File: config.mk
export PLATFORM = sky130hd
export DESIGN_NAME = uart_mmio
export DESIGN_NICKNAME = d
export VERILOG_FILES = /design/src/rtl/uart_mmio.sv
export SDC_FILE = /design/constraint.sdc
export NUM_CORES = 1
export LEC_CHECK = 0
export ABC_AREA = 1
export CORE_AREA = 2 2 205 207
export DETAILED_ROUTE_END_ITERATION = 7
export DIE_AREA = 0 0 207 209
export PLACE_DENSITY = 0.44
export SLEW_MARGIN = 20
export SYNTH_ARGS = -nofsm -noshare
export SYNTH_HDL_FRONTEND = slang
export SYNTH_SLANG_ARGS = --single-unit
export TNS_END_PERCENT = 10
File: constraint.sdc
create_clock -name clk -period 6.15 [get_ports clk]
set_clock_uncertainty 0.15 [all_clocks]
set_input_delay 0.615 -clock clk [delete_from_list [all_inputs] [get_ports clk]]
set_output_delay 0.615 -clock clk [all_outputs]
set_load 0.01 [all_outputs]
File: src/rtl/uart_mmio.sv
// Register-mapped byte FIFO pair sitting between a simple bus and a UART transmitter/receiver.
// Latency: read data registered, bus_rvalid one cycle after the request; FIFO state updates at the next clock edge.
// Backpressure: bus never stalls (full TX drops and flags, empty RX returns 0x100); tx_valid/rx_ready follow FIFO occupancy.

// Generic single-clock FIFO; push ignored when full, pop ignored when empty (both judged on the pre-edge count).
// Latency: head_dat is combinational from storage, count/flags update one cycle after push/pop.
// Backpressure: caller observes full/empty; refused operations leave the state untouched.
module sync_fifo #(
    parameter  int DEPTH = 16,
    parameter  int WIDTH = 8,
    localparam int AW    = $clog2(DEPTH),
    localparam int CW    = AW + 1
) (
    input  logic             clk,
    input  logic             rst,
    input  logic             push,
    input  logic [WIDTH-1:0] push_dat,
    input  logic             pop,
    output logic [WIDTH-1:0] head_dat,
    output logic [CW-1:0]    count,
    output logic             full,
    output logic             empty
);
    localparam logic [CW-1:0] FULL_CNT = CW'(DEPTH);
    localparam logic [CW-1:0] CNT_ONE  = CW'(1);
    localparam logic [AW-1:0] PTR_ONE  = AW'(1);

    logic [WIDTH-1:0] mem [DEPTH];
    logic [AW-1:0]    wr_ptr;
    logic [AW-1:0]    rd_ptr;
    logic             push_ok;
    logic             pop_ok;

    assign full     = (count == FULL_CNT);
    assign empty    = (count == '0);
    assign push_ok  = push & ~full;
    assign pop_ok   = pop & ~empty;
    assign head_dat = mem[rd_ptr];

    // Storage write; contents are never reset because stale entries are never observed.
    always_ff @(posedge clk) begin
        if (!rst && push_ok) begin
            mem[wr_ptr] <= push_dat;
        end
    end

    // Pointer and occupancy bookkeeping; pointers wrap naturally at the power-of-two depth.
    always_ff @(posedge clk) begin
        if (rst) begin
            wr_ptr <= '0;
            rd_ptr <= '0;
            count  <= '0;
        end else begin
            if (push_ok) begin
                wr_ptr <= wr_ptr + PTR_ONE;
            end
            if (pop_ok) begin
                rd_ptr <= rd_ptr + PTR_ONE;
            end
            case ({push_ok, pop_ok})
                2'b10:   count <= count + CNT_ONE;
                2'b01:   count <= count - CNT_ONE;
                default: count <= count;
            endcase
        end
    end
endmodule

module uart_mmio #(
    parameter int FIFO_DEPTH = 16
) (
    input  logic        clk,
    input  logic        rst,
    input  logic        bus_valid,
    input  logic        bus_write,
    input  logic [3:0]  bus_addr,
    input  logic [31:0] bus_wdata,
    output logic        bus_rvalid,
    output logic [31:0] bus_rdata,
    output logic        tx_valid,
    output logic [7:0]  tx_data,
    input  logic        tx_ready,
    input  logic        rx_valid,
    input  logic [7:0]  rx_data,
    output logic        rx_ready,
    output logic        irq
);
    localparam int CW = $clog2(FIFO_DEPTH) + 1;

    localparam logic [3:0] ADDR_DATA   = 4'h0;
    localparam logic [3:0] ADDR_STATUS = 4'h4;
    localparam logic [3:0] ADDR_CTRL   = 4'h8;
    localparam logic [3:0] ADDR_LEVEL  = 4'hC;

    logic          rd_req;
    logic          wr_req;
    logic          tx_push;
    logic          tx_pop;
    logic          rx_push;
    logic          rx_pop;
    logic          tx_full;
    logic          tx_empty;
    logic          rx_full;
    logic          rx_empty;
    logic [CW-1:0] tx_count;
    logic [CW-1:0] rx_count;
    logic [7:0]    rx_head;
    logic [7:0]    tx_lvl;
    logic [7:0]    rx_lvl;
    logic          tx_ovf;
    logic          rx_ovf;
    logic          tx_ovf_set;
    logic          rx_ovf_set;
    logic          ovf_clr_wr;
    logic          rx_irq_en;
    logic          txe_irq_en;
    logic [31:0]   rd_mux;
    logic          unused_wdata;

    assign rd_req = bus_valid & ~bus_write;
    assign wr_req = bus_valid &  bus_write;

    // Bus-side FIFO requests; the FIFOs themselves refuse a push when full or a pop when empty.
    assign tx_push = wr_req & (bus_addr == ADDR_DATA);
    assign tx_pop  = tx_valid & tx_ready;
    assign rx_push = rx_valid & rx_ready;
    assign rx_pop  = rd_req & (bus_addr == ADDR_DATA) & ~rx_empty;

    // Overflow events are judged on the pre-edge full flags, so a same-cycle pop never rescues a push.
    assign tx_ovf_set = tx_push & tx_full;
    assign rx_ovf_set = rx_valid & rx_full;
    assign ovf_clr_wr = wr_req & (bus_addr == ADDR_STATUS);

    assign tx_valid = ~tx_empty;
    assign rx_ready = ~rx_full;
    assign irq      = (rx_irq_en & ~rx_empty) | (txe_irq_en & tx_empty);

    assign tx_lvl = 8'(tx_count);
    assign rx_lvl = 8'(rx_count);

    assign unused_wdata = &{1'b0, bus_wdata[31:8]};

    sync_fifo #(.DEPTH(FIFO_DEPTH), .WIDTH(8)) u_tx_fifo (
        .clk      (clk),
        .rst      (rst),
        .push     (tx_push),
        .push_dat (bus_wdata[7:0]),
        .pop      (tx_pop),
        .head_dat (tx_data),
        .count    (tx_count),
        .full     (tx_full),
        .empty    (tx_empty)
    );

    sync_fifo #(.DEPTH(FIFO_DEPTH), .WIDTH(8)) u_rx_fifo (
        .clk      (clk),
        .rst      (rst),
        .push     (rx_push),
        .push_dat (rx_data),
        .pop      (rx_pop),
        .head_dat (rx_head),
        .count    (rx_count),
        .full     (rx_full),
        .empty    (rx_empty)
    );

    // Read-data selection from pre-edge state; unmapped addresses read as zero.
    always_comb begin
        rd_mux = 32'h0;
        case (bus_addr)
            ADDR_DATA:   rd_mux = rx_empty ? 32'h0000_0100 : {24'h0, rx_head};
            ADDR_STATUS: rd_mux = {26'h0, rx_ovf, tx_ovf, rx_empty, rx_full, tx_empty, tx_full};
            ADDR_CTRL:   rd_mux = {30'h0, txe_irq_en, rx_irq_en};
            ADDR_LEVEL:  rd_mux = {16'h0, rx_lvl, tx_lvl};
            default:     rd_mux = 32'h0;
        endcase
    end

    // Registered read response; bus_rdata holds its last value between reads.
    always_ff @(posedge clk) begin
        if (rst) begin
            bus_rvalid <= 1'b0;
            bus_rdata  <= 32'h0;
        end else begin
            bus_rvalid <= rd_req;
            if (rd_req) begin
                bus_rdata <= rd_mux;
            end
        end
    end

    // Sticky overflow flags: write-1-to-clear, with a same-cycle set taking priority.
    always_ff @(posedge clk) begin
        if (rst) begin
            tx_ovf <= 1'b0;
            rx_ovf <= 1'b0;
        end else begin
            tx_ovf <= tx_ovf_set | (tx_ovf & ~(ovf_clr_wr & bus_wdata[4]));
            rx_ovf <= rx_ovf_set | (rx_ovf & ~(ovf_clr_wr & bus_wdata[5]));
        end
    end

    // Interrupt enable register.
    always_ff @(posedge clk) begin
        if (rst) begin
            rx_irq_en  <= 1'b0;
            txe_irq_en <= 1'b0;
        end else if (wr_req && bus_addr == ADDR_CTRL) begin
            rx_irq_en  <= bus_wdata[0];
            txe_irq_en <= bus_wdata[1];
        end
    end
endmodule

After elaboration in Yosys (flattened, before gate mapping). Memory sizes are Yosys's and may differ from the RTL's. A register that Yosys moved wholly into a read port is not among the register bits. Index checks and enable logic that the tools add are counted.

Add/subtract/negate cells: 8. Equal/unequal tests: 9. Multiplexer cells: 12. Bitwise logic cells: 30. Reduce and logical (&&, ||, !) cells: 9.

Operator list (number): $pmux W13 S4 (1); $and A1 B1 Y1 (20); $pmux W5 S2 (2); $add A4 B1 Y4 const B (4); $mux W4 (4); $add A5 B1 Y5 const B (2); $eq A5 B5 Y1 const B (2); $logic_not A5 Y1 (2); $sub A5 B1 Y5 const B (2); $mux W9 (1); $eq A4 B4 Y1 const B (2); $not A1 Y1 (7); $eq A2 B1 Y1 const B (2); $eq A2 B2 Y1 const B (2); $eq A4 B3 Y1 const B (1); $logic_not A4 Y1 (1); $mux W1 (4); $reduce_bool A2 Y1 (2); $logic_and A1 B1 Y1 (3); $or A1 B1 Y1 (3); $logic_not A1 Y1 (1).

Bits in registers: 63. RAM bits: 256. Bits of input ports: 50. Memories: 2.

Memories: u_rx_fifo.mem (depth 16, width 8, read ports 1, clocked after memory_dff 1, write ports 1, RTL line 28) `logic [WIDTH-1:0] mem [DEPTH];`; u_tx_fifo.mem (depth 16, width 8, read ports 1, clocked after memory_dff 1, write ports 1, RTL line 28).

Logic depth before layout (Yosys ltp). Gate-level depths: netlist (run 1).

Depth after elaboration: 7. Depth in mapped cells: 16. Depth with buffers taken out: 15.

Modules after synthesis. A second synthesis (run 1) with hierarchy kept.

Cell total of the unflattened synthesis: 1491. Area total of the unflattened synthesis: 14099.8 um^2.

By module, submodules not included: sync_fifo (u_rx_fifo) (times used 1, cells each 665, area each 6521.3 um^2); sync_fifo (u_tx_fifo) (times used 1, cells each 663, area each 6495.0 um^2); uart_mmio (times used 1, cells each 163, area each 1083.5 um^2).

Worst setup path after synthesis (run 1). Ideal clock, no wire load.

Kind: in2reg. Start point: input port bus_addr[1]. End point: register u_tx_fifo.count[4]. Setup time: 0.113 ns. Data arrival time: 2.128 ns. Data required time: 5.887 ns. Slack: 3.760 ns. Stages: 15. Buffers on the path: 0. Path through: nor2_4 nand2_1 nor2_1 nand2_2 ha_1 xor2_1 ha_1 inv_1 nand2_2 nand3_1 nand2_1 nor2_1 nand2_1 nand2_1 nor2_1.

Word-level cells in the longest chain between the ends: 5.

Ends and longest elaborated chain: from (decl) (RTL line 76) `input logic [3:0] bus_addr,`; $logic_not A4 Y1 * (RTL line 124) `assign tx_push = wr_req & (bus_addr == ADDR_DATA);`; $and A1 B1 Y1 * (RTL line 124); $and A1 B1 Y1 * (RTL line 36) `assign push_ok = push & ~full;`; $eq A2 B1 Y1 or $eq A2 B2 Y1 (tied branches) (RTL line 60) `case ({push_ok, pop_ok})`; $pmux W5 S2 or $reduce_bool A2 Y1 (tied branches); to (signal assigned) (RTL line 61) `2'b10: count <= count + CNT_ONE;`; to (signal assigned) (RTL line 62) `2'b01: count <= count - CNT_ONE;`; to (signal assigned) (RTL line 63) `default: count <= count;`; to (decl) (RTL line 20) `output logic [CW-1:0] count,`.

Every way passes the cells marked *; elsewhere a longest branch is shown, timed or not. A chain may end at the register's enable or synchronous reset.

==> results of run 1 <==
==> sequential cells by signal, summed over array words and instances (netlist names), named ones only <==
register,flops
u_rx_fifo.count,5
txe_irq_en,1
tx_ovf,1
u_tx_fifo.wr_ptr,4
rx_ovf,1
u_tx_fifo.mem,128
u_rx_fifo.rd_ptr,4
bus_rvalid,1
rx_irq_en,1
u_rx_fifo.mem,128
u_tx_fifo.rd_ptr,4
u_tx_fifo.count,5
u_rx_fifo.wr_ptr,4
bus_rdata,13
==> power groups by stage <==
stage          clock network, mW  registers [mW]  logic [mW]
4_1_cts                     2.05            2.40       0.827
6_report                    1.99            2.40       0.817
3_3_place_gp                   0            2.44       0.818
3_5_place_dp                   0            2.44       0.825
5_1_grt                     2.13            2.41       0.916
2_1_floorplan                  0            2.37       0.597
==> synthesized netlist by cell type (4+ instances only) <==
cell / n
nand2_1: 194
buf_2: 25
ha_1: 15
inv_2: 4
edfxtp_1: 256
a21oi_1: 79
inv_1: 87
buf_4: 22
nor2_2: 6
o21ai_0: 88
xor2_1: 5
nor2_1: 77
mux2i_1: 32
nand2_2: 5
nand3_1: 97
dfxtp_1: 52
o211ai_1: 36
o22ai_1: 10
nand4_1: 8
clkbuf_1: 22
==> metrics by stage <==
stage	util [%]	hold slack (ns)	cells
finish	36.4	0.311	1756
global route	36.4	0.330	1756
CTS	36.4	0.313	1756
detailed placement	33.8	0.308	1693
global placement	33.8	0.300	1693
floorplan	-	0.289	1167
==> worst min-delay path, delay by kind of cell (launching register included) <==
| kind | cells | cell delay (ns) |
|---|---|---|
| flip-flops | 1 | 0.30 |
| AND/OR/NAND/NOR | 1 | 0.06 |
| AO/OA/AOI/OAI | 1 | 0.05 |
==> kinds of logic after synthesis <==
group	synth area share (%)
adders and majority gates	1.44
and+or+nand+nor	13.5
muxes	2.46
AOI/OAI and AO/OA	9.35
DFF	67.0
other	0.0288
xor gates and xnor gates	0.538
buffers and inverters	5.69
==> how the worst max path moves through the flow <==
stage / from / to / slack (ns) / depth (start not counted)
3_5_place_dp: flop / tx_data[1] / 2.57 / 6
4_1_cts: flop / tx_data[1] / 2.02 / 6
6_report: flop / tx_data[1] / 2.08 / 6
5_1_grt: flop / tx_data[4] / 1.92 / 5
3_3_place_gp: flop / tx_data[1] / 2.60 / 6
2_1_floorplan: bus_addr[1] / u_tx_fifo.count[4] / 3.76 / 15
==> placed cells by master (no fill, tap or decap), types with 2 or more instances in the layout <==
cell type / count
nand3_1: 97
o211ai_1: 36
nand3_2: 3
nand4_1: 8
o22ai_1: 10
clkinv_2: 6
nor2_1: 77
xor2_1: 5
nand2_1: 194
buf_4: 9
inv_1: 87
nor3_1: 3
nor2_2: 6
clkbuf_8: 4
a21oi_1: 79
dfxtp_1: 50
mux2i_1: 32
o21ai_0: 88
ha_1: 15
clkdlybuf4s50_1: 50
edfxtp_1: 256
clkinv_1: 6
clkbuf_16: 37
nand2_2: 5
xnor2_1: 3
conb_1: 19
o221ai_1: 2
clkbuf_1: 11
inv_2: 4
and3_1: 2
==> layer usage <==
layer	up-vias	part of all wire, %	routed length, um
met4	0	2.8	861
met5	-	0	0
met1	3883	47	14600
met3	54	3.8	1170
met2	145	46	14400
li1	4094	-	-
==> final cells by class <==
cell class | count | area (sq um)
inverters | 93 | 349
fillers | 4101 | 26200
clock inverters | 11 | 75.1
flip-flops and latches | 308 | 8730
multi-input cells | 694 | 3620
well taps | 539 | 674
clock buffers | 52 | 1020
repair buffers | 59 | 568
==> results.cfg, run 1 <==
[clock_tree]
insertion_delay_ns = 0.51
clock-sinks = 308
cts_htree_levels = 2
cts_hold_buf = 0
cts.clk_slew.worst_paths_ns = 0.05
cts_tree = yes
postCtsSetupBuffers = 0
numCtsBuffers = 36
clockBufferDepth = 3
cts_resized = 0
cts_root_buf = clkbuf_16

[placed_design]
place_ws_ns = 2.57
hpwl_um = 19200
dpl_cell_area_sq_um = 13900
numPortBuffers = 50
place_congestion = 0.780

[global_route]
gr-usage-met3_pct = 2.36
antenna_found_initial = 0
grt_max_degree = 69
grt_util_met1_pct = 19.2
track_usage_pct = 14.3
busiest_layer = met2
grt_util_met2_pct = 23.6
grt_pass1_vias = 7983
grt_pass1_wl_um = 47800
grt-ovfl-total = 0

[sta]
fin_crit_sh_pct = 66.2
grt_setup_unrepaired = no
slew_violations = 0
worstMarginPinSlew_ns = 1.09
hold_viol_final = 0
finalSetupViolCount = 0
period_minus_slack_ns = 4.07
relSlewSlack_pct = 27.1
setup_slack_ns = 2.08
fin_setup_tns_ns = 0
fmax_ghz = 0.246

[finish]
drive_gt1_share_pct = 6.90
fin_area_sq_um = 15000
antenna_cells = 0
area_delta_synth_final_pct = 15.5
nNetsFinal = 1257

[pwr]
pwr-share-seq_pct = 46.1
switchingPower_mw = 1.39
p_comb_share_pct = 15.7
intPower_mw = 3.82
clockPowerShare_pct = 38.2
powerDensity_nw_per_um2 = 346
p_sw_share_pct = 26.6
vdd_drop_max_uv = 178
p_total_mw = 5.20
leakage_nw = 5.24

[detailed_routing]
wl_um = 31100
drtPass1Iterations = 4
wire_per_inst_um = 17.7
drc = 0
drt-initial-drc-count = 550
vias = 8176
ant_nets = 0
vias_per_cell = 4.66

[worst_setup_path]
critical-path-max-stage-delay_ns = 0.84
cp_slowest_cell = inv_1
cp.buffers_inverters = 3
rrSetupSlack_ns = 3.39
crit_path_max_fanout = 33
reg2regPathDepth = 8
crit_path_start_kind = flop
critical-path-top-delay-family = buffers and inverters
critPathKind = flop to primary output
crit_required_ns = 5.38
r2r-end = bus_rdata[6]
cp_cell_sequence = buf_4 > inv_1 > o21ai_0 > o211ai_1 > nand2_1 > clkdlybuf4s50_1
critPathCaptureType = primary output
worstPathArrival_ns = 3.31

[yosys]
synthFlopType = edfxtp_1
ys_ff_latch = 308
synth_cells = 1149
avgSynthCellArea_sq_um = 11.3
ys_seq_area_share_pct = 67.0
synth_edf_count = 256
synth.top_cell.area_share_pct = 59.0
netlist_area_sq_um = 13000
ys_warn_count = 0
postSynth.asyncResetShare_pct = 0
synth_top_cells_by_area = edfxtp_1 (59%), dfxtp_1 (8.0%), nand2_1 (5.6%)
ys_types = 39
synth_top_area_cell = edfxtp_1

[die]
initial_core_util_pct = 31.5
dieArea_sq_um = 43300
die_w_um = 207
fp.coreArea_sq_um = 41300
die_h_um = 209
ioPinCount = 94
fp-row-count = 75

[run_status]
outcome = finished clean

[worst_hold_path]
min_path_type = flop to flop
min_to = bus_rdata[0]
holdPathStages = 2
min_from = bus_rdata[0]

[flow_run]
max-cap-violations = 0
(Power assumes the default switching activity.)
==> run 2: changes to the inputs <==
Settings changed: PLACE_DENSITY 0.44 to 0.46.
Clock period 6.15 ns to 3.4 ns, I/O delays scaled along.
==> results.cfg, run 2 (same netlist as run 1, synthesis figures left out) <==
[sta]
finalSetupViolCount = 0
worstMarginPinSlew_ns = 0.808
setup_slack_ns = 0.268
fin_setup_tns_ns = 0
fmax_ghz = 0.319
period_minus_slack_ns = 3.13
hold_slack_ns = 0.314
slew_violations = 0
grt_setup_unrepaired = no
fin_crit_sh_pct = 92.1
hold_viol_final = 0
relSlewSlack_pct = 46.0

[worst_setup_path]
worstPathArrival_ns = 2.64
worstSetupEndpoint = tx_data[1]
critPathKind = flop to primary output
crit_path_start_kind = flop
r2r-end = bus_rdata[3]
rrSetupSlack_ns = 0.95
crit_required_ns = 2.91
crit_path_max_fanout = 18
critPathCaptureType = primary output
reg2regPathDepth = 10

[detailed_routing]
ant_nets = 0
vias = 8288
wire_per_inst_um = 17.6
drtPass1Iterations = 5
wl_um = 31600
drc = 0
vias_per_cell = 4.62
drt-initial-drc-count = 574

[global_route]
grt_util_met1_pct = 19.7
grt_max_degree = 66
track_usage_pct = 14.5
grt_pass1_vias = 8094
busiest_layer = met2
antenna_found_initial = 0
gr-usage-met3_pct = 2.37
grt-ovfl-total = 0
grt_util_met2_pct = 23.8
grt_pass1_wl_um = 48300

[pwr]
clockPowerShare_pct = 38.5
pwr-share-seq_pct = 44.6
leakage_nw = 5.45
p_comb_share_pct = 16.9
p_sw_share_pct = 26.8
intPower_mw = 6.97
vdd_drop_max_uv = 384
switchingPower_mw = 2.56
powerDensity_nw_per_um2 = 620

[clock_tree]
cts_tree = yes
cts.clk_slew.worst_paths_ns = 0.06
clock-sinks = 308
clockBufferDepth = 3
cts_root_buf = clkbuf_16
cts_resized = 0
cts_hold_buf = 0
postCtsSetupBuffers = 0
cts_htree_levels = 2
numCtsBuffers = 36
insertion_delay_ns = 0.53

[placed_design]
place_ws_ns = 0.602
hpwl_um = 20300
place_congestion = 0.770
numPortBuffers = 50

[worst_hold_path]
min_path_type = flop to flop

[finish]
antenna_cells = 0
drive_gt1_share_pct = 9.65
most-common-layout-cells = edfxtp_1 (256), nand2_1 (194), nand3_1 (97)
reg_top3 = u_rx_fifo.mem: 128 flops, u_tx_fifo.mem: 128 flops, bus_rdata: 13 flops
area_delta_synth_final_pct = 18.0
nNetsFinal = 1292
final_common_cell = edfxtp_1

[flow_run]
max-cap-violations = 0

[die]
die_h_um = 209
dieArea_sq_um = 43300
fp-row-count = 75
initial_core_util_pct = 31.5
fp.coreArea_sq_um = 41300
die_w_um = 207
ioPinCount = 94

[run_status]
outcome = finished clean
[run 2: metrics by stage]
| stage | area [sq um] | total power, mW | instances | util (%) |
|---|---|---|---|---|
| CTS | 15400 | 9.67 | 1793 | 37.2 |
| floorplan | 13100 | 5.36 | 1167 | - |
| finish | 15400 | 9.52 | 1793 | 37.2 |
| detailed placement | 14200 | 5.95 | 1728 | 34.5 |
| global placement | 14200 | 5.94 | 1728 | 34.5 |
| global route | 15400 | 9.99 | 1793 | 37.2 |
[run 2: worst min path at each step]
stage | from | end | slack (ns) | depth (start not counted)
finish | tx_ovf | tx_ovf | 0.31 | 2
global placement | tx_ovf | tx_ovf | 0.30 | 2
floorplan | rx_data[0] | u_rx_fifo.mem[0][0] | 0.29 | 0
global route | tx_ovf | tx_ovf | 0.32 | 2
CTS | tx_ready | flop | 0.31 | 3
detailed placement | tx_ovf | tx_ovf | 0.31 | 2
[run 2: cell type report]
class | count | area [sq um]
tap | 539 | 674
fill | 4122 | 25900
timing repair buffer | 94 | 856
sequential | 308 | 8730
inverter | 93 | 349
clock buffer | 51 | 1030
clock inverter | 14 | 100
multi-input combinational | 694 | 3620
[run 2: power groups by stage]
stage	clock network, mW	registers (mW)	logic [mW]
2_1_floorplan	0	4.28	1.08
3_3_place_gp	0	4.33	1.61
3_5_place_dp	0	4.33	1.62
4_1_cts	3.79	4.25	1.63
5_1_grt	3.94	4.26	1.80
6_report	3.67	4.25	1.61
[run 2: critical path: stages, from the launching register on]
cell	delay [ns]
dfxtp_1	0.31
inv_1	0.49
o21ai_0	0.30
o211ai_1	0.35
nand2_1	0.15
clkdlybuf4s50_1	0.50
[run 2: metal layers]
metal / wire, um / share of wire [%] / up-vias
met4: 591 / 1.9 / 0
met1: 14900 / 47 / 3951
met2: 15000 / 48 / 131
li1: - / - / 4165
met5: 0 / 0 / -
met3: 1090 / 3.5 / 41
==> run 3: changes to the inputs <==
Settings changed: CAP_MARGIN set to 20, PLACE_DENSITY 0.46 to 0.61.
==> results.cfg, run 3 (same netlist as run 1, synthesis figures left out) <==
[global_route]
grt-ovfl-total = 0
track_usage_pct = 13.1
grt_max_degree = 65
grt_pass1_vias = 8237
antenna_found_initial = 0
grt_pass1_wl_um = 45400

[sta]
fin_setup_tns_ns = 0
worstMarginPinSlew_ns = 0.920
grt_setup_unrepaired = no
hold_viol_final = 0
setup_slack_ns = 0.182
period_minus_slack_ns = 3.22
slew_violations = 0
fin_crit_sh_pct = 94.7
finalSetupViolCount = 0
fmax_ghz = 0.311
relSlewSlack_pct = 38.5

[worst_hold_path]
min_from = tx_ready
min_to = u_tx_fifo.rd_ptr[1]
min_path_type = input port to flop
holdPathStages = 3

[placed_design]
numPortBuffers = 50
hpwl_um = 18100
dp_cells = 1724
place_ws_ns = 0.540
place_congestion = 0.798
dpl_cell_area_sq_um = 14200

[detailed_routing]
drt-initial-drc-count = 568
wl_met2_um = 13800
vias = 8378
wire_per_inst_um = 16.1
drtPass1Iterations = 4
vias_per_cell = 4.70
wl_um = 28800
drc = 0
wl_met3_um = 1260
top_layer_used = met4
ant_nets = 0
drt-met1-wl_um = 13300

[clock_tree]
insertion_delay_ns = 0.57
cts_htree_levels = 1
cts_root_buf = clkbuf_16
cts_tree = yes
clock-sinks = 308
numCtsBuffers = 31
cts.clk_slew.worst_paths_ns = 0.06
cts_hold_buf = 0
clockBufferDepth = 3

[pwr]
leakage_nw = 5.39
p_total_mw = 9.36
powerDensity_nw_per_um2 = 613
vdd_drop_max_uv = 316

[die]
die_h_um = 209
dieArea_sq_um = 43300
fp.coreArea_sq_um = 41300
die_w_um = 207
ioPinCount = 94
fp-row-count = 75
initial_core_util_pct = 31.5

[worst_setup_path]
r2r-end = u_tx_fifo.count[4]
crit_required_ns = 2.91
critPathKind = flop to primary output
cp_cell_sequence = clkinvlp_4 > o21ai_0 > o211ai_1 > nand2_1 > clkdlybuf4s50_1
cp_slowest_cell = clkdlybuf4s50_1
reg2regPathDepth = 15
rrSetupSlack_ns = 1.00
crit_path_start_kind = flop
critical-path-max-stage-delay_ns = 0.54
crit_path_max_fanout = 16
critPathCaptureType = primary output
worstPathArrival_ns = 2.73
r2r_start = u_tx_fifo.count[0]

[finish]
fill_cells = 3979
nNetsFinal = 1285
final_common_cell = edfxtp_1
area_delta_synth_final_pct = 17.3
antenna_cells = 0
final_cell_count_no_fill = 1784
most-common-layout-cells = edfxtp_1 (256), nand2_1 (194), nand3_1 (97)
reg_top3 = u_rx_fifo.mem: 128 flops, u_tx_fifo.mem: 128 flops, bus_rdata: 13 flops
drive_gt1_share_pct = 9.24
fin_area_sq_um = 15300

[flow_run]
max-cap-violations = 0

[run_status]
outcome = finished clean
[run 3: cell count changes in the layout (fill, tap and decap cells not counted), moves of 2 or more]
cell,change
buf_4,-4
bufinv_16,+4
clkbuf_1,-3
clkbuf_16,-7
clkinv_2,-4
clkinvlp_4,+4
inv_6,+2
[run 3: power breakdown]
| part | switching, mW | leakage [nW] | internal, mW |
|---|---|---|---|
| Sequential | 0.130 | 2.73 | 4.16 |
| Combinational | 0.928 | 2.15 | 0.630 |
| Clock | 1.42 | 0.506 | 2.10 |
[run 3: worst max-delay path by stage]
stage	end	slack, ns	from	depth (start not counted)
2_1_floorplan	u_tx_fifo.count[4]	1.23	u_tx_fifo.count[0]	15
6_report	tx_data[1]	0.18	flop	5
3_5_place_dp	u_tx_fifo.count[4]	0.54	bus_addr[3]	16
3_3_place_gp	u_tx_fifo.count[4]	0.54	bus_addr[3]	16
5_1_grt	tx_data[5]	0.04	flop	5
4_1_cts	tx_data[1]	0.08	flop	5
[run 3: layout make-up]
type	count	area [sq um]	share of cell area, %
flip-flops and latches	308	8730	57.2
multi-input cells	694	3620	23.7
repair buffers	91	841	5.50
clock buffers	40	830	5.43
well taps	539	674	4.41
inverters	93	353	2.31
clock inverters	18	220	1.44
repair inverters	1	7.51	0.0491
[run 3: stage by stage]
step                hold WS [ns]  util, %
CTS                        0.255     36.9
global route               0.287     37.0
floorplan                  0.289        -
global placement           0.298     34.4
detailed placement         0.308     34.4
finish                     0.266     37.0
[run 3: per-layer routing]
layer  GRT usage [%]  vias to the layer above
met4            3.10                        0
met1            17.5                     4015
met5               0                        -
li1                -                     4154
met3            2.21                       37
met2            22.1                      172
[run 3: worst max-delay path, delay by kind of cell (launching register included)]
family	cells	cell delay (ns)
buf+inv	2	0.94
flops	1	0.52
compound gates	2	0.58
simple gates	1	0.11
[run 3: timing repair]
| item | in CTS | in global routing |
|---|---|---|
| buffers inserted | 0 | 1 |
| endpoints found under the setup margin | 1 | 4 |
| cloned | 0 | 1 |
| gates resized for setup | 1 | 1 |
